### src/rtl/ctrl_m.sv
// ctrl_m: 8-phase instruction sequencer for the 8-bit accumulator CPU.
// Decodes phase and opcode into memory, IR, PC and accumulator strobes.
// It also handles the HLT stall and its resume.
// Optional feature macro: CTRL_RETIRE_CNT_EN builds the saturating
// retired-instruction counter. When the macro is undefined, retired is tied to 0.

package ex_type_pkg;
  typedef enum logic [2:0] {
    HLT = 3'd0,
    SKZ = 3'd1,
    ADD = 3'd2,
    AND = 3'd3,
    XOR = 3'd4,
    LDA = 3'd5,
    STO = 3'd6,
    JMP = 3'd7
  } opcode_e;
endpackage

module ctrl_m
  import ex_type_pkg::*;
#(
  parameter int CNT_WIDTH = 16
) (
  input  logic                 clk,
  input  logic                 rst,
  input  opcode_e              opcode,
  input  logic                 zero,
  input  logic                 resume,
  output logic                 mem_rd,
  output logic                 load_ir,
  output logic                 halt,
  output logic                 inc_pc,
  output logic                 load_ac,
  output logic                 load_pc,
  output logic                 mem_wr,
  output logic [2:0]           phase,
  output logic [CNT_WIDTH-1:0] retired
);

  typedef enum logic [2:0] {
    INST_ADDR  = 3'd0,
    INST_FETCH = 3'd1,
    INST_LOAD  = 3'd2,
    IDLE       = 3'd3,
    OP_ADDR    = 3'd4,
    OP_FETCH   = 3'd5,
    ALU_OP     = 3'd6,
    STORE      = 3'd7
  } phase_e;

  phase_e phase_q;
  phase_e phase_d;
  logic   aluop;

  assign aluop = (opcode inside {ADD, AND, XOR, LDA});
  assign phase = phase_q;

  // Phase register: advances every clock except while stalled on HLT.
  // NOTE: state flops use non-blocking assignment so every flop samples pre-edge values.
  always_ff @(posedge clk or posedge rst) begin
    if (rst) phase_q <= INST_ADDR;
    else     phase_q <= phase_d;
  end

  // Next-phase and strobe decode from the current phase and opcode.
  always_comb begin
    // NOTE: every output gets a default first, so no path can infer a latch.
    phase_d = phase_e'(phase_q + 3'd1);
    mem_rd  = 1'b0;
    load_ir = 1'b0;
    halt    = 1'b0;
    inc_pc  = 1'b0;
    load_ac = 1'b0;
    load_pc = 1'b0;
    mem_wr  = 1'b0;
    unique case (phase_q)
      INST_ADDR: ;
      INST_FETCH: mem_rd = 1'b1;
      INST_LOAD, IDLE: begin
        mem_rd  = 1'b1;
        load_ir = 1'b1;
      end
      OP_ADDR: begin
        halt   = (opcode == HLT);
        inc_pc = (opcode != HLT) || resume;
        // Hold here until resume releases the HLT stall.
        if (opcode == HLT && !resume) phase_d = phase_q;
      end
      OP_FETCH: mem_rd = aluop;
      ALU_OP: begin
        load_ac = aluop;
        mem_rd  = aluop;
        inc_pc  = (opcode == SKZ) && zero;
        load_pc = (opcode == JMP);
      end
      STORE: begin
        load_ac = aluop;
        mem_rd  = aluop;
        inc_pc  = (opcode == JMP);
        load_pc = (opcode == JMP);
        mem_wr  = (opcode == STO);
      end
      default: ;
    endcase
  end

`ifdef CTRL_RETIRE_CNT_EN
  logic [CNT_WIDTH-1:0] retired_q;

  // Retired counter: count on the edge leaving STORE, and saturate at all ones.
  always_ff @(posedge clk or posedge rst) begin
    if (rst) retired_q <= '0;
    else if (phase_q == STORE && retired_q != '1) retired_q <= retired_q + 1'b1;
  end

  assign retired = retired_q;
`else
  assign retired = '0;
`endif

endmodule

### config.mk
export PLATFORM = sky130hd
export DESIGN_NAME = ctrl_m
export DESIGN_NICKNAME = d
export VERILOG_FILES = /design/src/rtl/ctrl_m.sv
export SDC_FILE = /design/constraint.sdc
export NUM_CORES = 1
export LEC_CHECK = 0
export ABC_AREA = 1
export BUFFER_PORTS_ARGS = -buffer_cell sky130_fd_sc_hd__buf_2
export CELL_PAD_IN_SITES_DETAIL_PLACEMENT = 1
export CELL_PAD_IN_SITES_GLOBAL_PLACEMENT = 2
export CORE_MARGIN = 2
export CORE_UTILIZATION = 19
export CTS_CLUSTER_DIAMETER = 120
export DETAILED_ROUTE_END_ITERATION = 8
export GPL_TIMING_DRIVEN = 0
export PLACE_DENSITY = 0.79
export SYNTH_ARGS = -nofsm -noshare
export SYNTH_HDL_FRONTEND = slang
export SYNTH_SLANG_ARGS = --single-unit
### constraint.sdc
create_clock -name clk -period 1.44 [get_ports clk]
set_clock_uncertainty 0.05 [all_clocks]
set_input_delay 0.288 -clock clk [delete_from_list [all_inputs] [get_ports clk]]
set_output_delay 0.288 -clock clk [all_outputs]
set_load 0.01 [all_outputs]
==> results_dict.tcl <==
set metrics [dict create \
    gr-usage-all-layers_pct 8.69 \
    seq_area_um2 78.8 \
    crit_path_cell_trace "ha_4, ha_4, nand3_2, nand2_1, nand2_1, nand2_1, buf_2" \
    leakage_nw 0.453 \
    crit_path_max_fanout 4 \
    dpl.cell_count 132 \
    syn_inst 71 \
    yosysWarningCount 0 \
    core_area_mm2 0.00245 \
    holdWs_ns 0.359 \
    final_cells 140 \
    wl_per_cell_um 8.69 \
    clk_pin_slew_ns 0.04 \
    vias_per_cell 3.64 \
    ios 33 \
    setup_violations 5 \
    gp_congestion 0.727 \
    p_int_mw 0.601 \
    hpwl_mm 1.02 \
    overflow 0 \
    drtPass1Iterations 4 \
    p_sw_mw 0.555 \
    r2r_start "phase[0]$_DFFE_PP0P_" \
    ant_nets 0 \
    layout.nets 124 \
    min_period_over_period_pct 120 \
    startpoint_type "flip-flop" \
    status "finished with violations" \
    avgSynthCellArea_um2 6.82 \
    sw_frac_of_total_pct 48.0 \
    largest_reg_flops 3 \
    htreeDepth 1 \
    peakVddDrop_mv 0.715 \
    cpMostUsedCell "nand2_1" \
    final_max_slew_viol_count 0 \
    power.total_mw 1.16 \
    crit_path_end_kind "output pin" \
    area_delta_synth_final_pct 63.6 \
    rr_worst_depth 7 \
    drv_cap 0 \
    drc_errors 0 \
    die_height_um 54.5 \
    vias 509 \
    yosys_register_bits 3 \
    power_frac_comb_pct 66.5 \
    final_util_pct 32.3 \
    clockRootBuffer "clkbuf_4" \
    critical_path.slowest_cell "dfrtp_2" \
    grt_pass1_vias 449 \
    drive_above_1_share_pct 56.4 \
    reg2reg_slack_ns 0.14 \
    drt_iter0_markers 2 \
    synth_cell_types 17 \
    multi_input_area_um2 374 \
    cts_sinks 3 \
    die-area_mm2 0.00297 \
    slowest_delay_ns 0.45 \
    power_frac_seq_pct 20.7 \
    grt_first_pass_wirelength_mm 1.83 \
    antenna_found_initial 0 \
    critPathKind "reg -> out" \
    rsz0062_at_grt "yes" \
    cts_tree "done" \
    io_buffers 16 \
    hold_viol_final 0 \
    cts_made_buffers 3 \
    antenna_cells 0 \
    clk_latency_ns 0.23 \
    clkPwrFrac_pct 12.8 \
    worstPathArrival_ns 1.39 \
    fill_cells 315 \
    reg2reg_to "phase[0]$_DFFE_PP0P_" \
    fin_ws_ns -0.283 \
    synth_area_um2 484 \
    fp-row-count 18 \
    wl_mm 1.22 \
    fmax_mhz 580 \
    die_w_um 54.5 \
    grt_max_degree 9 \
    min_path_type "in -> reg" \
    ys_seq_area_share_pct 15.5 \
    powerDensity_mw_per_mm2 1460 \
    fin_crit_ns 1.72 \
    start_util_pct 19.7 \
    endpoint "inc_pc" \
    worstPathRequired_ns 1.10 \
    crit_start "phase[0]$_DFFE_PP0P_" \
    min_path_cells 4 \
    violations "setup timing" \
    clockBufferDepth 2 \
]
==> cell type report <==
class	count	area share, %
Buffer	16	15.2
Clock buffer	4	3.32
Inverter	10	5.37
Multi-Input combinational cell	57	47.2
Sequential cell	3	9.95
Tap cell	30	4.74
Timing Repair Buffer	20	14.2
==> repair_timing <==
item	CTS	global route
pin swaps	1	2
endpoints found under the setup margin	6	6
hold buffers	1	0
setup buffers	2	1
hold endpoints to repair	3	0
resized for setup	7	12
==> critical path: cells and delay by family, from the launching register on <==
kind	cells	cell delay [ns]
flip-flops	1	0.45
adder cells (fa/ha/maj)	2	0.36
AND/OR/NAND/NOR	4	0.21
buffers and inverters	1	0.13
==> layout by cell type, fill, tap and decap left out, types with 2 or more instances in the layout <==
| cell type | n |
|---|---|
| buf_2 | 16 |
| buf_4 | 19 |
| clkbuf_4 | 3 |
| conb_1 | 16 |
| dfrtp_2 | 3 |
| ha_1 | 3 |
| ha_4 | 3 |
| inv_1 | 5 |
| inv_2 | 3 |
| inv_4 | 2 |
| nand2_1 | 15 |
| nand2_2 | 5 |
| nand3_2 | 2 |
| nor2_1 | 3 |
| nor3_2 | 2 |
==> power by group through the flow <==
stage | sequential [mW] | clock, mW | combinational (mW)
6_report | 0.240 | 0.148 | 0.768
3_3_place_gp | 0.209 | 0 | 0.582
2_1_floorplan | 0.212 | 0 | 0.380
4_1_cts | 0.216 | 0.155 | 0.686
5_1_grt | 0.249 | 0.159 | 0.881
3_5_place_dp | 0.207 | 0 | 0.602
==> worst min-delay path by stage <==
stage,to,slack [ns],start
global placement,phase[1]$_DFFE_PP0P_,0.1,rst
floorplan,phase[0]$_DFFE_PP0P_,-0.008,rst
detailed placement,phase[1]$_DFFE_PP0P_,0.11,rst
CTS,phase[2]$_DFFE_PP0P_,0.36,resume
finish,phase[2]$_DFFE_PP0P_,0.36,resume
global route,phase[2]$_DFFE_PP0P_,0.38,resume
==> through the flow <==
| step | setup slack (ns) | instance area [um2] | setup TNS (ns) |
|---|---|---|---|
| after global placement | -0.132 | 672 | -0.343 |
| after global routing | -0.373 | 792 | -1.55 |
| after detailed placement | -0.156 | 672 | -0.423 |
| after floorplan | 0.00231 | 554 | 0 |
| after CTS | -0.341 | 739 | -1.31 |
| final | -0.283 | 792 | -1.07 |
==> synthesized netlist by cell type <==
cell,instances,area [um2]
nand2_1,18,67.6
buf_4,16,120
inv_1,8,30.0
ha_1,6,75.1
dfrtp_1,3,75.1
nor2_1,3,11.3
nor3_1,3,15.0
inv_2,2,7.51
nand2_2,2,12.5
nand3_1,2,10.0
o21ai_0,2,10.0
conb_1,1,3.75
nand3_2,1,10.0
nand4_2,1,12.5
nor2_2,1,6.26
nor2_4,1,11.3
nor4_1,1,6.26
==> kinds of logic (layout without fill, tap and decap cells) <==
logic type | Yosys count | count (layout) | share of synthesized area (%)
AOI/OAI and AO/OA | 2 | 2 | 2.07
adders and majority gates | 6 | 6 | 15.5
buffers and inverters | 26 | 50 | 32.6
DFF | 3 | 3 | 15.5
other | 1 | 16 | 0.774
and+or+nand+nor | 33 | 33 | 33.6
==> routing by layer <==
layer / share of wire [%] / routed length (um) / vias to the layer above / global-route usage (%)
met4: 1.5 / 18 / 0 / 5.00
met5: 0 / 0 / - / 0
met1: 38 / 458 / 219 / 9.03
met2: 52 / 633 / 22 / 16.7
li1: - / - / 266 / -
met3: 8.6 / 105 / 2 / 0.820
Note: power is estimated with default switching activity, not from simulation.
